## src/rtl/i2c_pkg.sv

```systemverilog
// Shared types and constants for the I2C register-write master.
//   state_t     : FSM state encoding
//   i2c_cmd_t   : latched command payload (address, register, data)
//   bus_levels  : SCL / SDA-drive levels for a given state, phase and tx bit
package i2c_pkg;

  localparam int unsigned ADDR_W    = 7;
  localparam int unsigned BYTE_W    = 8;
  localparam int unsigned PH_CNT_W  = 16;
  localparam int unsigned BIT_CNT_W = 3;

  localparam logic [ADDR_W-1:0] SLAVE_ADDR = 7'h4B;
  localparam logic [BYTE_W-1:0] REG_ADDR   = 8'hAB;

  typedef enum logic [3:0] {
    IDLE, START, ADDR, ADDR_ACK, REG, REG_ACK, DATA, DATA_ACK, STOP
  } state_t;

  typedef struct packed {
    logic [ADDR_W-1:0] addr;
    logic [BYTE_W-1:0] reg_addr;
    logic [BYTE_W-1:0] data;
  } i2c_cmd_t;

  // Returns {scl, sda_oe} for the phase about to begin.
  function automatic logic [1:0] bus_levels(input state_t st, input logic [1:0] ph,
                                            input logic tx_bit);
    logic [1:0] lv;
    lv = 2'b10;
    case (st)
      START:                       lv = {1'b1, ph[1]};
      ADDR, REG, DATA:             lv = {ph[1], ~tx_bit};
      ADDR_ACK, REG_ACK, DATA_ACK: lv = {ph[1], 1'b0};
      STOP:                        lv = {(ph != 2'd0), ~ph[1]};
      default:                     lv = 2'b10;
    endcase
    return lv;
  endfunction

endpackage

```

## src/rtl/i2c_master_ctrl_if.sv

```systemverilog
// Command handshake and I2C pin bundle.
//   master modport : the controller (accepts commands, drives SCL / SDA enable)
//   slave  modport : the requester / bus side
interface i2c_master_ctrl_if;
  import i2c_pkg::*;

  logic              cmd_valid;
  logic              cmd_ready;
  logic [ADDR_W-1:0] cmd_addr;
  logic [BYTE_W-1:0] cmd_reg;
  logic [BYTE_W-1:0] cmd_data;
  logic              busy;
  logic              done;
  logic              nack;
  logic              scl_o;
  logic              sda_oe;
  logic              sda_i;

  modport master (
    input  cmd_valid, cmd_addr, cmd_reg, cmd_data, sda_i,
    output cmd_ready, busy, done, nack, scl_o, sda_oe
  );

  modport slave (
    output cmd_valid, cmd_addr, cmd_reg, cmd_data, sda_i,
    input  cmd_ready, busy, done, nack, scl_o, sda_oe
  );
endinterface

```

## src/rtl/i2c_phase_gen.sv

```systemverilog
// SCL phase generator: divides clk by CLK_DIV into phase ticks and keeps the
// 2-bit phase index P0..P3 of the current bit.
//   i_clr    : restart counter and phase (command acceptance)
//   i_en     : count while a transfer is in progress
//   o_tick_c : last clk of the current phase
//   o_phase  : current phase index
module i2c_phase_gen
  import i2c_pkg::*;
#(
  parameter int unsigned CLK_DIV = 250
) (
  input  logic       clk,
  input  logic       reset_n,
  input  logic       i_clr,
  input  logic       i_en,
  output logic       o_tick_c,
  output logic [1:0] o_phase
);

  localparam logic [PH_CNT_W-1:0] LAST_CNT = PH_CNT_W'(CLK_DIV - 1);

  logic [PH_CNT_W-1:0] r_cnt;
  logic [1:0]          r_phase;

  assign o_tick_c = i_en && (r_cnt == LAST_CNT);
  assign o_phase  = r_phase;

  always_ff @(posedge clk or negedge reset_n) begin
    if (!reset_n) begin
      r_cnt   <= '0;
      r_phase <= 2'd0;
    end else if (i_clr) begin
      r_cnt   <= '0;
      r_phase <= 2'd0;
    end else if (o_tick_c) begin
      r_cnt   <= '0;
      r_phase <= r_phase + 2'd1;
    end else if (i_en) begin
      r_cnt   <= r_cnt + PH_CNT_W'(1);
    end
  end

endmodule

```

## src/rtl/i2c_master_ctrl.sv

```systemverilog
// Single-byte I2C register write master: START, {addr,W}, reg, data, STOP,
// with ACK checks after each byte; a NACK aborts straight to STOP.
//   clk, reset_n : clock, async active-low reset
//   bus          : command handshake, status and open-drain SCL/SDA pins
module i2c_master_ctrl
  import i2c_pkg::*;
#(
  parameter int unsigned CLK_DIV = 250
) (
  input  logic                clk,
  input  logic                reset_n,
  i2c_master_ctrl_if.master   bus
);

  state_t                 r_state, w_nxt_state;
  logic [BIT_CNT_W-1:0]   r_bit_cnt, w_nxt_bit_cnt;
  logic [BYTE_W-1:0]      r_shift, w_nxt_shift;
  i2c_cmd_t               r_cmd;
  logic                   r_ack_bit;
  logic                   r_busy, r_done, r_nack, r_cmd_ready;
  logic                   r_scl, r_sda_oe;
  logic                   w_accept, w_tick, w_bit_end, w_in_ack;
  logic                   w_nxt_scl, w_nxt_sda_oe;
  logic [1:0]             w_phase, w_nxt_phase;

  i2c_phase_gen #(.CLK_DIV(CLK_DIV)) u_phase (
    .clk      (clk),
    .reset_n  (reset_n),
    .i_clr    (w_accept),
    .i_en     (r_busy),
    .o_tick_c (w_tick),
    .o_phase  (w_phase)
  );

  assign w_accept  = bus.cmd_valid && r_cmd_ready;
  assign w_bit_end = w_tick && (w_phase == 2'd3);
  assign w_in_ack  = (r_state == ADDR_ACK) || (r_state == REG_ACK) || (r_state == DATA_ACK);

  // Next state / shifter; pin levels are computed for the upcoming phase so
  // the registered outputs change exactly at phase boundaries.
  always_comb begin
    w_nxt_state   = r_state;
    w_nxt_bit_cnt = r_bit_cnt;
    w_nxt_shift   = r_shift;
    if (w_accept) begin
      w_nxt_state = START;
    end else if (w_bit_end) begin
      case (r_state)
        START: begin
          w_nxt_state   = ADDR;
          w_nxt_bit_cnt = BIT_CNT_W'(7);
          w_nxt_shift   = {r_cmd.addr, 1'b0};
        end
        ADDR, REG, DATA: begin
          if (r_bit_cnt == '0) begin
            w_nxt_state = (r_state == ADDR) ? ADDR_ACK :
                          (r_state == REG)  ? REG_ACK  : DATA_ACK;
          end else begin
            w_nxt_bit_cnt = r_bit_cnt - BIT_CNT_W'(1);
            w_nxt_shift   = {r_shift[BYTE_W-2:0], 1'b0};
          end
        end
        ADDR_ACK: begin
          w_nxt_state   = r_ack_bit ? STOP : REG;
          w_nxt_bit_cnt = BIT_CNT_W'(7);
          w_nxt_shift   = r_cmd.reg_addr;
        end
        REG_ACK: begin
          w_nxt_state   = r_ack_bit ? STOP : DATA;
          w_nxt_bit_cnt = BIT_CNT_W'(7);
          w_nxt_shift   = r_cmd.data;
        end
        DATA_ACK: w_nxt_state = STOP;
        STOP:     w_nxt_state = IDLE;
        default:  w_nxt_state = r_state;
      endcase
    end
    w_nxt_phase = w_accept ? 2'd0 : (w_tick ? w_phase + 2'd1 : w_phase);
    {w_nxt_scl, w_nxt_sda_oe} = bus_levels(w_nxt_state, w_nxt_phase, w_nxt_shift[BYTE_W-1]);
  end

  // State, command latch and registered outputs.
  always_ff @(posedge clk or negedge reset_n) begin
    if (!reset_n) begin
      r_state     <= IDLE;
      r_bit_cnt   <= '0;
      r_shift     <= '0;
      r_cmd       <= '0;
      r_ack_bit   <= 1'b0;
      r_busy      <= 1'b0;
      r_done      <= 1'b0;
      r_nack      <= 1'b0;
      r_cmd_ready <= 1'b1;
      r_scl       <= 1'b1;
      r_sda_oe    <= 1'b0;
    end else begin
      r_state     <= w_nxt_state;
      r_bit_cnt   <= w_nxt_bit_cnt;
      r_shift     <= w_nxt_shift;
      r_scl       <= w_nxt_scl;
      r_sda_oe    <= w_nxt_sda_oe;
      r_busy      <= (w_nxt_state != IDLE);
      r_cmd_ready <= (w_nxt_state == IDLE);
      r_done      <= (r_state == STOP) && w_bit_end;
      if (w_accept) begin
        r_cmd  <= '{addr: bus.cmd_addr, reg_addr: bus.cmd_reg, data: bus.cmd_data};
        r_nack <= 1'b0;
      end else if (w_bit_end && w_in_ack && r_ack_bit) begin
        r_nack <= 1'b1;
      end
      // ACK bit is taken on the last clk of P2 (SCL high, settled).
      if (w_tick && (w_phase == 2'd2) && w_in_ack) begin
        r_ack_bit <= bus.sda_i;
      end
    end
  end

  assign bus.cmd_ready = r_cmd_ready;
  assign bus.busy      = r_busy;
  assign bus.done      = r_done;
  assign bus.nack      = r_nack;
  assign bus.scl_o     = r_scl;
  assign bus.sda_oe    = r_sda_oe;

endmodule

```

## src/flat_wrapper.sv

```systemverilog
// flat-port wrapper written by rule: the top's interface ports become plain ports
module i2c_master_ctrl_flat import i2c_pkg::*;
#(
  parameter int unsigned CLK_DIV = 250
)
  (clk, reset_n, bus_cmd_valid, bus_cmd_addr, bus_cmd_reg, bus_cmd_data, bus_sda_i, bus_cmd_ready, bus_busy, bus_done, bus_nack, bus_scl_o, bus_sda_oe);
  i2c_master_ctrl_if bus_i ();
  input  logic clk;
  input  logic reset_n;
  input wire logic [$bits(bus_i.cmd_valid)-1:0] bus_cmd_valid;
  input wire logic [$bits(bus_i.cmd_addr)-1:0] bus_cmd_addr;
  input wire logic [$bits(bus_i.cmd_reg)-1:0] bus_cmd_reg;
  input wire logic [$bits(bus_i.cmd_data)-1:0] bus_cmd_data;
  input wire logic [$bits(bus_i.sda_i)-1:0] bus_sda_i;
  output wire logic [$bits(bus_i.cmd_ready)-1:0] bus_cmd_ready;
  output wire logic [$bits(bus_i.busy)-1:0] bus_busy;
  output wire logic [$bits(bus_i.done)-1:0] bus_done;
  output wire logic [$bits(bus_i.nack)-1:0] bus_nack;
  output wire logic [$bits(bus_i.scl_o)-1:0] bus_scl_o;
  output wire logic [$bits(bus_i.sda_oe)-1:0] bus_sda_oe;
  assign bus_i.cmd_valid = bus_cmd_valid;
  assign bus_i.cmd_addr = bus_cmd_addr;
  assign bus_i.cmd_reg = bus_cmd_reg;
  assign bus_i.cmd_data = bus_cmd_data;
  assign bus_i.sda_i = bus_sda_i;
  assign bus_cmd_ready = bus_i.cmd_ready;
  assign bus_busy = bus_i.busy;
  assign bus_done = bus_i.done;
  assign bus_nack = bus_i.nack;
  assign bus_scl_o = bus_i.scl_o;
  assign bus_sda_oe = bus_i.sda_oe;
  i2c_master_ctrl #(.CLK_DIV(CLK_DIV)) u_core (.clk(clk), .reset_n(reset_n), .bus(bus_i));
endmodule
```

## config.mk

```make
export PLATFORM = sky130hd
export DESIGN_NAME = i2c_master_ctrl_flat
export DESIGN_NICKNAME = d
export VERILOG_FILES = /design/src/rtl/i2c_pkg.sv /design/src/rtl/i2c_master_ctrl_if.sv /design/src/rtl/i2c_phase_gen.sv /design/src/rtl/i2c_master_ctrl.sv /design/src/flat_wrapper.sv
export SDC_FILE = /design/constraint.sdc
export NUM_CORES = 1
export LEC_CHECK = 0
export ABC_AREA = 1
export CORE_MARGIN = 4
export CORE_UTILIZATION = 30
export CTS_CLUSTER_SIZE = 24
export DETAILED_ROUTE_END_ITERATION = 6
export GPL_ROUTABILITY_DRIVEN = 0
export PLACE_DENSITY = 0.58
export SYNTH_ARGS = -nofsm -noshare
export SYNTH_HDL_FRONTEND = slang
export SYNTH_SLANG_ARGS = --single-unit
export TNS_END_PERCENT = 100
```

## constraint.sdc

```tcl
create_clock -name clk -period 2 [get_ports clk]
set_input_delay 0.4 -clock clk [delete_from_list [all_inputs] [get_ports clk]]
set_output_delay 0.4 -clock clk [all_outputs]
set_load 0.05 [all_outputs]
```

**Yosys cells after proc, flatten, opt, wreduce, memory -nomap -nowiden**

Index checks and enable logic that the tools add are counted.

- Register bits: 63
- Input port bits: 27
- Output and inout port bits: 6
- Word-level logic and storage cells: 88

- $add $sub $neg: 3
- Equal/unequal tests: 20
- Multiplexer cells: 22
- Bitwise logic cells: 3
- Reductions and logical operators: 24

Operator list:

| kind | count |
|---|---|
| two-way mux 16 bit | 3 |
| equality test 4 x 3 -> 1 bit (second input constant) | 8 |
| one-hot mux 8 bit (4 select lines) | 1 |
| two-way mux 4 bit | 6 |
| two-way mux 8 bit | 3 |
| one-hot mux 4 bit (6 select lines) | 1 |
| adder 16 x 1 -> 16 bit (second input constant) | 1 |
| equality test 16 x 8 -> 1 bit (second input constant) | 1 |
| equality test 4 x 2 -> 1 bit (second input constant) | 4 |
| OR reduction 3 bit | 4 |
| equality test 4 x 1 -> 1 bit (second input constant) | 2 |
| equality test 4 bit (second input constant) | 2 |
| logical AND 1 bit | 8 |
| one-hot mux 2 bit (4 select lines) | 1 |
| AND reduction 4 bit | 2 |
| nonzero test 4 bit | 2 |
| two-way mux 2 bit | 3 |
| one-hot mux 3 bit (2 select lines) | 1 |
| nonzero test 2 bit | 3 |
| equality test 2 bit (second input constant) | 2 |
| logical NOT 4 bit | 1 |
| logical NOT 3 bit | 1 |
| two-way mux 3 bit | 1 |
| inverter 1 bit | 3 |
| 6 further kinds | 8 |

**Depth between registers and ports, before layout**

- Depth after elaboration: 10
- Gate-level depth with buffers: 17
- Depth with buffers taken out: 17

**Modules after synthesis**

Synthesis repeated with hierarchy kept, for this count alone.

- Cells, all modules: 455
- Area, all modules: 3459.6 um^2

Modules (own cells, without submodules):

| module | times used | cells each | area each (um^2) | seq. area each (um^2) |
|---|---|---|---|---|
| i2c_master_ctrl | 1 | 292 | 2339.7 | 1128.6 |
| i2c_phase_gen | 1 | 163 | 1119.8 | 450.4 |

**Least setup slack after synthesis**

Ideal clock, no wire load.

- Path kind: reg-to-reg
- Start point: register u_core.r_cmd_ready, in the netlist u_core.bus.cmd_ready
- End point: register u_core.u_phase.r_cnt[7]
- Setup time: 0.104 ns
- Arrival time: 1.806 ns
- Required time: 1.896 ns
- Setup slack: 0.091 ns
- Cell stages (with the launch flop): 9
- Buffers on the path: 0
- Clock period less this slack: 1.909 ns
- Cell sequence: dfstp_2 > nand2_2 > inv_1 > nor2_1 > nor3_1 > inv_1 > nor2_2 > nand2_1 > a221oi_1

- Longest elaborated chain between the ends: 2
- Elaborated cells between the ends (all ways): 3
- Classes of those cells: mux (1); reduce/logical (2)

Ends and longest elaborated chain:

| element | line | text |
|---|---|---|
| start, declared | i2c_master_ctrl.sv:20 | `logic r_busy, r_done, r_nack, r_cmd_ready;` |
| start signal, assigned | i2c_master_ctrl.sv:103 | `r_cmd_ready <= (w_nxt_state == IDLE);` |
| logical AND 1 bit * | i2c_master_ctrl.sv:35 | `assign w_accept = bus.cmd_valid && r_cmd_ready;` |
| nonzero test 3 bit (no source line) / two-way mux 16 bit (equally long branches) | -- |  |
| end signal, assigned | i2c_phase_gen.sv:39 | `r_cnt <= r_cnt + PH_CNT_W'(1);` |
| end, declared | i2c_phase_gen.sv:22 | `logic [PH_CNT_W-1:0] r_cnt;` |

Every way passes the cells marked *; elsewhere a longest branch is shown, timed or not.
A chain may end at the register's enable or synchronous reset.

**Worst setup path in the final report**

- Start point: register u_core.r_nack, in the netlist u_core.bus.nack
- End point: output port bus_nack

RTL lines:

| element | line | text |
|---|---|---|
| start, declared | i2c_master_ctrl.sv:20 |  |
| start signal, assigned | i2c_master_ctrl.sv:92 | `r_nack <= 1'b0;` |
| start signal, assigned | i2c_master_ctrl.sv:107 | `r_nack <= 1'b0;` |
| start signal, assigned | i2c_master_ctrl.sv:109 | `r_nack <= 1'b1;` |
| end, declared | flat_wrapper.sv:18 | `output wire logic [$bits(bus_i.nack)-1:0] bus_nack;` |

No word-level cell between the ends.

==> summary.md <==
| Metric | Value |
|---|---|
| Dominant cell type by area after synthesis | `dfrtp_1` |
| Final critical-path required period | `1.888 ns` |
| Number of global-route vias before repair | `between 2000 and 3000` |
| Worst setup path class | `reg2out` |
| Endpoint type of the worst setup path | `output port` |
| Fraction of final layout cells sized beyond drive strength 1 | `20.55%` |
| Std-Cell Core Area | `10980 um2` |
| Sequential element share of the synthesized area | `46.47%` |
| Xor-xnor portion of the synthesized cell area | `1.289%` |
| Final-stage net count | `500` |
| Share of the synthesized area in the top cell type | `44.92%` |
| Post-CTS Hold Fix Bufs | `0` |
| Final setup skew | `0.007179 ns` |
| Final Hold Violating Endpoints | `0` |
| Async SR Flop Fraction | `100.0%` |
| Post-route worst setup slack | `around 0.11 ns` |
| Height of the die | `114.4 um` |
| Reported max-cap violation count | `0` |
| Fraction of synthesized area in multiplexers | `0%` |
| Number of vias per cell | `4.598` |
| Count of flip-flops with a built-in enable after synthesis | `0` |
| Top fanout value on the critical path | `2` |
| Most frequent cell after synthesis | `nand2_1` |
| Ports placed on the boundary | `33` |
| Arrival time of data at the critical path endpoint | `approximately 1.5 ns` |
| Number of nets in the synthesized netlist | `446` |
| Setup-violating endpoint count in the final report | `0` |
| Post-DRT Antenna Nets | `0` |
| DRC violation count after routing | `0` |
| CP top delay family | `buffers and inverters` |
| 1st-pass router iterations | `6` |
| Leak pwr | `between 2 and 2.5 nW` |
| Critical path buffer and inverter count | `1` |
| Synthesized area per cell | `8.228 um2` |
| Maximum achievable frequency | `roughly 0.53 GHz` |
| Worst setup startpoint | `u_core.bus.nack` |
| Max-slew violation total from the final report | `0` |
| DRT Wirelength | `7441 um` |
| VDD IR-drop max | `roughly 0.6 mV` |
| Pre-CTS WS | `approximately 0.069 ns` |
| Effective utilization at floorplan | `a little under a third` |
| TritonCTS clock tree | `yes` |
| End-of-flow core utilization | `39.13%` |
| CP startpoint kind | `flip-flop` |
| Cell chain of the critical path | `clkdlybuf4s50_1` |
| First-pass GRT wire length | `approximately 13000 um` |
| Fraction of the mapped netlist area in simple logic gates | `32.99%` |
| Unique cell type count in the Yosys netlist | `44` |
| Number of buffers between clock root and the deepest sink | `2` |
| Largest family of logic cells by synthesized area | `simple AND/OR/NAND/NOR gates` |
| DP HPWL | `around 5400 um` |
| Floorplan die area | `13090 um2` |
| Chip Width | `about 110 um` |
| Outcome | `finished clean` |
| Required time of the worst setup path | `1.60 ns` |
| Total number of clock tree sinks | `63` |
| Post-route setup TNS | `0 ns` |
| Post-Syn Area | `3398 um2` |
| Initial antenna violation count | `0` |
| Number of synthesis warnings | `0` |
| Slew @ Worst Pin | `0.4949 ns` |
| Insertion delay of the later-clocked pin in the worst-skew pair | `about 0.33 ns` |
| Number of register bits inferred by synthesis | `63` |
| P&R area growth vs syn | `26.47%` |
| Clock input transition at the sequential cells of the worst setup and hold paths | `0.06 ns` |
| Complex-gate fraction of the synthesized area | `9.867%` |
| Cell types with the largest area share after synthesis | `dfrtp_1 45%, nand2_1 14%, inv_1 4.6%, nor2_1 3.5%, ha_1 2.2%` |
| Post-Syn Instances | `413` |
| Number of buffers created by CTS | `9` |
| Dominant synthesized flop cell | `dfrtp_1` |
| DR iter-0 viols | `93` |
| Tightest slew margin relative to the limit | `66.90%` |
| Maximum number of pins on one net before global-route repair | `64` |
| I/O Buffers | `32` |
| Type of the most critical hold path | `in2async` |
| GR Overflow Total | `0` |
| Stage delay of the slowest cell on the critical path | `0.81 ns` |
| Commonest cells post-synth | `125 x nand2_1, 61 x dfrtp_1, 42 x inv_1, 32 x nor2_1, 15 x nand3_1` |
| FF-to-FF Start | `u_core.u_phase.r_cnt[1]` |
| Critical-path top delay cell | `clkdlybuf4s50_1` |
| Final antenna diode count | `0` |
| Total global-route track usage | `12.50%` |
| Power density over cell area | `681.1 nW/um2` |
| WL/cell | `12.16 um` |
| Max H-tree Level | `3` |
| Standard-cell row count | `38` |
| Vias | `2814` |
| CTS Root Cell | `clkbuf_16` |
| Tcrit/Tclk final | `94.42%` |
| Post-synthesis share of cell area spent on full adders, half adders and majority gates | `around 2.2%` |
==> stage by stage <==
step | instances | total power (W) | hold slack [ns] | area [um2]
5_1_grt | 612 | 0.003029 | 0.1091 | 4298
4_1_cts | 607 | 0.002968 | 0.09256 | 4253
2_1_floorplan | 413 | 0.001298 | 0.1044 | 3398
6_report | 612 | 0.002927 | 0.08283 | 4298
3_3_place_gp | 591 | 0.001379 | 0.4444 | 3948
3_5_place_dp | 591 | 0.001380 | 0.4420 | 3948
==> layer usage <==
layer | track usage, % | share of wire [%]
met1 | 16.30 | 48
met2 | 20.18 | 47
met3 | 3.171 | 3.9
met4 | 4.276 | 1.2
met5 | 0 | 0
==> registers in the layout, indices dropped and copies added (netlist names) <==
| name | flops |
|---|---|
| u_core.r_state | 4 |
| u_core.r_cmd | 23 |
| u_core.bus.scl_o | 1 |
| u_core.u_phase.o_phase | 2 |
| u_core.bus.cmd_ready | 1 |
| u_core.bus.busy | 1 |
| u_core.r_bit_cnt | 3 |
| u_core.bus.done | 1 |
| u_core.u_phase.r_cnt | 16 |
| u_core.bus.nack | 1 |
| u_core.r_ack_bit | 1 |
| u_core.bus.sda_oe | 1 |
| u_core.r_shift | 8 |
==> placed cells by master, fill, tap and decap left out, types with 3 or more instances in the layout <==
master           netlist  routed
inv_1                 42      42
nand4_1                3       3
nand3_2                5       5
xor2_1                 4       4
o22ai_1                4       4
clkbuf_16              0       9
nand2_2               11      12
nor2_2                10       9
ha_1                   6       6
a221oi_1               5       5
nor2_1                32      32
clkdlybuf4s50_1        0      28
a21oi_1                7       7
a22oi_1                3       3
o21ai_0               11      11
inv_2                 10      10
nand2_1              125     124
nor2_4                 6       7
nand3_1               15      15
a31oi_1                6       6
a22o_1                 4       4
buf_4                  0      20
nor3_1                 8       8
dfrtp_1               61      61
nand2_4                6       6
==> report_power, final <==
group / switching [W] / leakage (nW) / internal (W) / total [W]
Clock: 0.000597 / 0.143 / 0.000976 / 0.00157
Combinational: 0.0000315 / 1.27 / 0.0000469 / 0.0000784
Sequential: 0 / 0.790 / 0.00128 / 0.00128
Total: 0.000629 / 2.20 / 0.00230 / 0.00293
==> worst paths after layout <==
path / to / slack (ns) / cells past startpoint
min reg2reg: u_core.r_cmd[21] / 0.48 / 2
max in group asynchronous: u_core.bus.cmd_ready / 1.61 / 2
max reg2reg: u_core.bus.scl_o / 0.17 / 16
min: u_core.r_state[1] / 0.08 / 2
max: bus_nack / 0.11 / 1
min in group clk: u_core.r_cmd[21] / 0.48 / 2
==> logic make-up after synthesis <==
kind of cell / Yosys count
AO/OA/AOI/OAI: 50
XOR/XNOR: 5
adder cells (fa/ha/maj): 6
buffers and inverters: 60
flip-flops: 63
AND/OR/NAND/NOR: 229
==> final cells by class <==
cell class / instances / area (um2)
sequential: 63 / 1579
clock buffer: 9 / 225.2
tap: 140 / 175.2
timing repair buffer: 50 / 455.4
multi-input combinational: 290 / 1583
clock inverter: 7 / 80.08
fill: 1131 / 6685
inverter: 53 / 200.2
==> repair_timing <==
item | CTS | global route
buffers inserted | 0 | 5
resized for setup | 0 | 2
setup endpoints to repair | 0 | 12
Power figures use the tool's default switching activity.
==> RTL change 1, RTL diff (same settings) <==
Make the reset (`reset_n`) synchronous in 2 clocked blocks. Comments in the files are not updated.
--- a/src/rtl/i2c_phase_gen.sv
+++ b/src/rtl/i2c_phase_gen.sv
@@ -25,7 +25,7 @@
   assign o_tick_c = i_en && (r_cnt == LAST_CNT);
   assign o_phase  = r_phase;
 
-  always_ff @(posedge clk or negedge reset_n) begin
+  always_ff @(posedge clk) begin
     if (!reset_n) begin
       r_cnt   <= '0;
       r_phase <= 2'd0;
--- a/src/rtl/i2c_master_ctrl.sv
+++ b/src/rtl/i2c_master_ctrl.sv
@@ -80,7 +80,7 @@
   end
 
   // State, command latch and registered outputs.
-  always_ff @(posedge clk or negedge reset_n) begin
+  always_ff @(posedge clk) begin
     if (!reset_n) begin
       r_state     <= IDLE;
       r_bit_cnt   <= '0;
Formal check against the unedited RTL: differs if reset_n is asserted again (counterexample within 4 cycles, from zero or initial values and one cycle with reset_n low); with reset_n held inactive, the same outputs for 10 cycles.
==> RTL change 1 against the unedited design <==
- area after synthesis shrank 9.2%
- setup slack lost 43 ps
- synthesized cell count grew 7.3%
- global-route usage grew 0.35 points
- via count grew 4.7%
- design area shrank 8.2%
- wire length shrank 1.0%
- critical path depth grew 16
- largest cell class unchanged
- sequential cell count is the same
Power is not compared: it rests on default switching activity, and its combinational part moved more than twofold at a synthesized area within 25%.
==> RTL change 1: results (changes against the unedited design) <==
use_met3: 0.02760  # -0.004114
drive_above_1_share: 0.1617  # -0.04383
p_leak_nw: 1.617
rr_worst_depth: 17  # +1
grt_first_pass_wirelength_mm: 12.18  # -8.2%
gr-usage-all-layers: 0.1285  # +0.003480
numPortBuffers: 32  # unchanged
status: "finished clean"
finalPower_mw: 2.694
antennaDiodeCount: 0  # unchanged
met3_length_um: 281  # -4.1%
startpoint: "u_core.u_phase.r_cnt[1]"
crit_family: "simple AND/OR/NAND/NOR gates"
relSlewSlack: 0.6666  # -0.002374
clockBufferDepth: 2  # unchanged
drtPass1Iterations: 5  # -1
insertion_delay_ps: 350  # +20 ps
synth.distinct_cells: 42  # -4.5%
grt_pass1_vias: 2723  # -6.1%
drtAntennaViolNets: 0  # unchanged
route.met2.wl_mm: 3.224  # -7.7%
ys_warn_count: 0  # unchanged
drt-met1-wl_mm: 3.670  # +2.9%
min_from: "u_core.r_cmd[13]"
holdWs_ps: 453.7  # +370.9 ps
syn_avg_cell_area_um2: 6.965  # -15%
clock_skew_ps: 9.320  # +2.141 ps
rrSetupSlack_ps: 70  # -100 ps
synth_commonest_cells: "93 x nor2_1, 63 x dfxtp_1, 63 x nand2_1, 49 x inv_1, 37 x o21ai_0"
highest_layer: "met4"
totalWireLength_mm: 7.364  # -1.0%
dpl.hpwl_mm: 5.437  # +0.65%
synthXorXnorAreaFrac: 0.01135  # -0.001532
hold_class: "reg -> reg"
cts_resized: 0  # unchanged
cts_setup_buffers: 0  # unchanged
critPathCapture: "u_core.bus.scl_o"
dp_slack_ps: 25.73  # -43.02 ps
final_nets: 529  # +5.8%
drt-initial-drc-count: 217  # +130%
synthMuxAreaShare: 0.003244  # +0.003244
async_reset_ff_frac: 0  # -1.000
grt_max_degree: 34  # -47%
path_max_fanout: 5  # +3
synth_fp_nets: 476  # +6.7%
finalNonFillerCells: 634  # +3.6%
synth_seq_area_share: 0.4088  # -0.05589
synth_area_leaders: "dfxtp_1 41%, nor2_1 11%, nand2_1 7.7%"
synth_fa_ha_area_frac: 0.02433  # +0.002240
period_minus_slack_ps: 1932  # +43.24 ps
viasPerCell: 4.647  # +1.1%
cpMaxStageDelayCell: "dfxtp_2"
cp.arrival_ps: 2160  # +670 ps
synth_compound_gate_area_share: 0.1594  # +0.06069
cts_root_buf: "clkbuf_8"
cpPeakStageDelay_ps: 320  # -490 ps
grtUsageMet2: 0.1888  # -0.01303
globalRouteMet1Util: 0.1774  # +0.01440
dp.cells: 615  # +4.1%
-- RTL change 1: cell count changes after synthesis, moves of 22 or more --
cell / delta
nor2_1: +61
o21ai_0: +26
nand2_1: -62
dfrtp_1: -61
a21oi_1: +22
dfxtp_1: +63
-- RTL change 1: per-stage QoR --
step	util	instance area [um^2]	setup TNS (ps)
floorplan	-	3087	0
global placement	0.3688	3655	0
detailed placement	0.3688	3655	0
CTS	0.3879	3844	0
global route	0.3984	3948	-238.4
finish	0.3984	3948	0
-- RTL change 1: report_power, final --
group / internal, mW / total (mW) / switching, mW
Combinational: 0.123 / 0.284 / 0.161
Clock: 0.571 / 1.08 / 0.511
Sequential: 1.30 / 1.33 / 0.0257
Total: 2.00 / 2.69 / 0.697
-- RTL change 1: area by class of cell --
type	count	area [um^2]
Clock buffer	10	127.6
Clock inverter	6	61.31
Fill cell	1070	5962
Inverter	58	224.0
Multi-Input combinational cell	310	1617
Sequential cell	63	1269
Tap cell	133	166.4
Timing Repair Buffer	54	483.0
==> RTL change 2, RTL diff (same flow settings) <==
Made on the original files. The package constant `BIT_CNT_W` goes from 3 to 5.
--- a/src/rtl/i2c_pkg.sv
+++ b/src/rtl/i2c_pkg.sv
@@ -7,7 +7,7 @@
   localparam int unsigned ADDR_W    = 7;
   localparam int unsigned BYTE_W    = 8;
   localparam int unsigned PH_CNT_W  = 16;
-  localparam int unsigned BIT_CNT_W = 3;
+  localparam int unsigned BIT_CNT_W = 5;
 
   localparam logic [ADDR_W-1:0] SLAVE_ADDR = 7'h4B;
   localparam logic [BYTE_W-1:0] REG_ADDR   = 8'hAB;
Function: same outputs for any inputs over 10 cycles, from zero or initial values and one cycle with reset_n low; that may be too few to reach the edited logic, so the function may still have changed.
==> RTL change 2 against the unedited design <==
- register-to-register slack got worse by 40 ps
- clock skew fell by 1.5 ps
- first-iteration DRC count is 87% higher
- combinational power up 2.7%
- sequential cell count grew 2
- total power increased by 15%
- clock power grew 26%
- setup slack worse by 8.9 ps
- wire length is 5.2% higher
- critical path depth is the same
- synthesized cell count is 3.1% higher
- count of clock-buffer cells in the layout rose by 1
- area after synthesis is 0.29% lower
- design area grew 2.3%
==> RTL change 2: results (changes against the unedited design) <==
synth_commonest_cells: "157 x nand2_1, 63 x dfrtp_1, 40 x nor2_1, 35 x inv_1, 15 x nand3_1"
totalWireLength_mm: 7.825  # +5.2%
synth_area_leaders: "dfrtp_1 47%, nand2_1 17%, nor2_1 4.4%"
synth_compound_gate_area_share: 0.08826  # -0.01042
dp.cells: 604  # +2.2%
synthMuxAreaShare: 0  # unchanged
fmax_mhz: 527.1  # -0.47%
vias: 2901  # +3.1%
reg_top3: "u_core.r_cmd (23), u_core.u_phase.r_cnt (16), u_core.r_shift (8)"
gr-usage-all-layers: 0.1266  # +0.001616
syn_avg_cell_area_um2: 7.954  # -3.3%
rr_worst_depth: 14  # -2
placed_cell_area_um2: 3940  # -0.19%
clock_skew_ps: 5.655  # -1.524 ps
rrSetupSlack_ps: 130  # -40 ps
cpMaxStageDelayCell: "clkdlybuf4s50_1"
dp_slack_ps: 71.19  # +2.431 ps
drt-initial-drc-count: 174  # +87%
status: "finished clean"
final_nets: 516  # +3.2%
cp.arrival_ps: 1500
synthXorXnorAreaFrac: 0.01809  # +0.005208
wire_per_inst_um: 12.46  # +2.5%
grt_first_pass_wirelength_mm: 13.30  # +0.26%
dpl.hpwl_mm: 5.580  # +3.3%
synth.distinct_cells: 38  # -14%
cts_root_buf: "clkbuf_16"
drive_above_1_share: 0.1885  # -0.01698
drtPass1Iterations: 4  # -2
reg2reg_to: "u_core.bus.sda_oe"
grt_max_degree: 66  # +3.1%
relSlewSlack: 0.6677  # -0.001344
synth_seq_area_share: 0.4808  # +0.01614
p_leak_nw: 2.203  # about the same
synth_fa_ha_area_frac: 0.02216  # +0.00006526
insertion_delay_ps: 330  # about the same
==> RTL change 2: what timing repair did <==
| action | 4_1_cts | 5_1_grt |
|---|---|---|
| resized for setup | 0 | 9 |
| endpoints found under the setup margin | 0 | 17 |
| buffers inserted | 0 | 8 |
==> RTL change 2: power breakdown <==
part	internal [mW]	switching [mW]
clock network	1.38	0.596
registers	1.32	0
logic	0.0470	0.0335
total	2.75	0.629
==> RTL change 2: kinds of logic after synthesis <==
logic type / after synthesis
and+or+nand+nor: 249
AOI/OAI and AO/OA: 45
adders and majority gates: 6
xor gates and xnor gates: 7
buffers and inverters: 54
DFF: 65
==> RTL change 2: cell type report <==
cell class,count,area (um^2)
Clock buffer,10,239.0
Clock inverter,6,137.6
Fill cell,1103,6539
Inverter,48,188.9
Multi-Input combinational cell,307,1556
Sequential cell,65,1629
Tap cell,140,175.2
Timing Repair Buffer,52,470.5
==> RTL change 2: routing by layer <==
| layer | up-vias | GRT usage | routed length [um] |
|---|---|---|---|
| met5 | - | 0 | 0 |
| met4 | 0 | 0.05463 | 176 |
| met3 | 15 | 0.02114 | 235 |
| met2 | 54 | 0.2084 | 3905 |
| met1 | 1371 | 0.1643 | 3507 |
| li1 | 1461 | - | - |
==> RTL change 2: worst max-delay path by stage <==
stage          depth (start not counted)                  endpoint                    start
2_1_floorplan                         12       u_core.r_bit_cnt[2]          u_core.bus.busy
6_report                               1                  bus_nack          u_core.bus.nack
5_1_grt                               14       u_core.r_bit_cnt[2]  u_core.u_phase.r_cnt[1]
3_5_place_dp                           8  u_core.u_phase.r_cnt[10]            bus_cmd_valid
3_3_place_gp                           8  u_core.u_phase.r_cnt[10]            bus_cmd_valid
4_1_cts                               14       u_core.r_bit_cnt[2]  u_core.u_phase.r_cnt[1]
==> RTL change 2: metrics by stage <==
step                hold WS (ps)  setup TNS (ps)  utilization
floorplan                  104.4               0            -
global placement           441.8               0       0.3603
detailed placement         443.7               0       0.3603
CTS                        92.50               0       0.3947
global route               108.7          -133.8       0.4021
finish                     75.76               0       0.4021
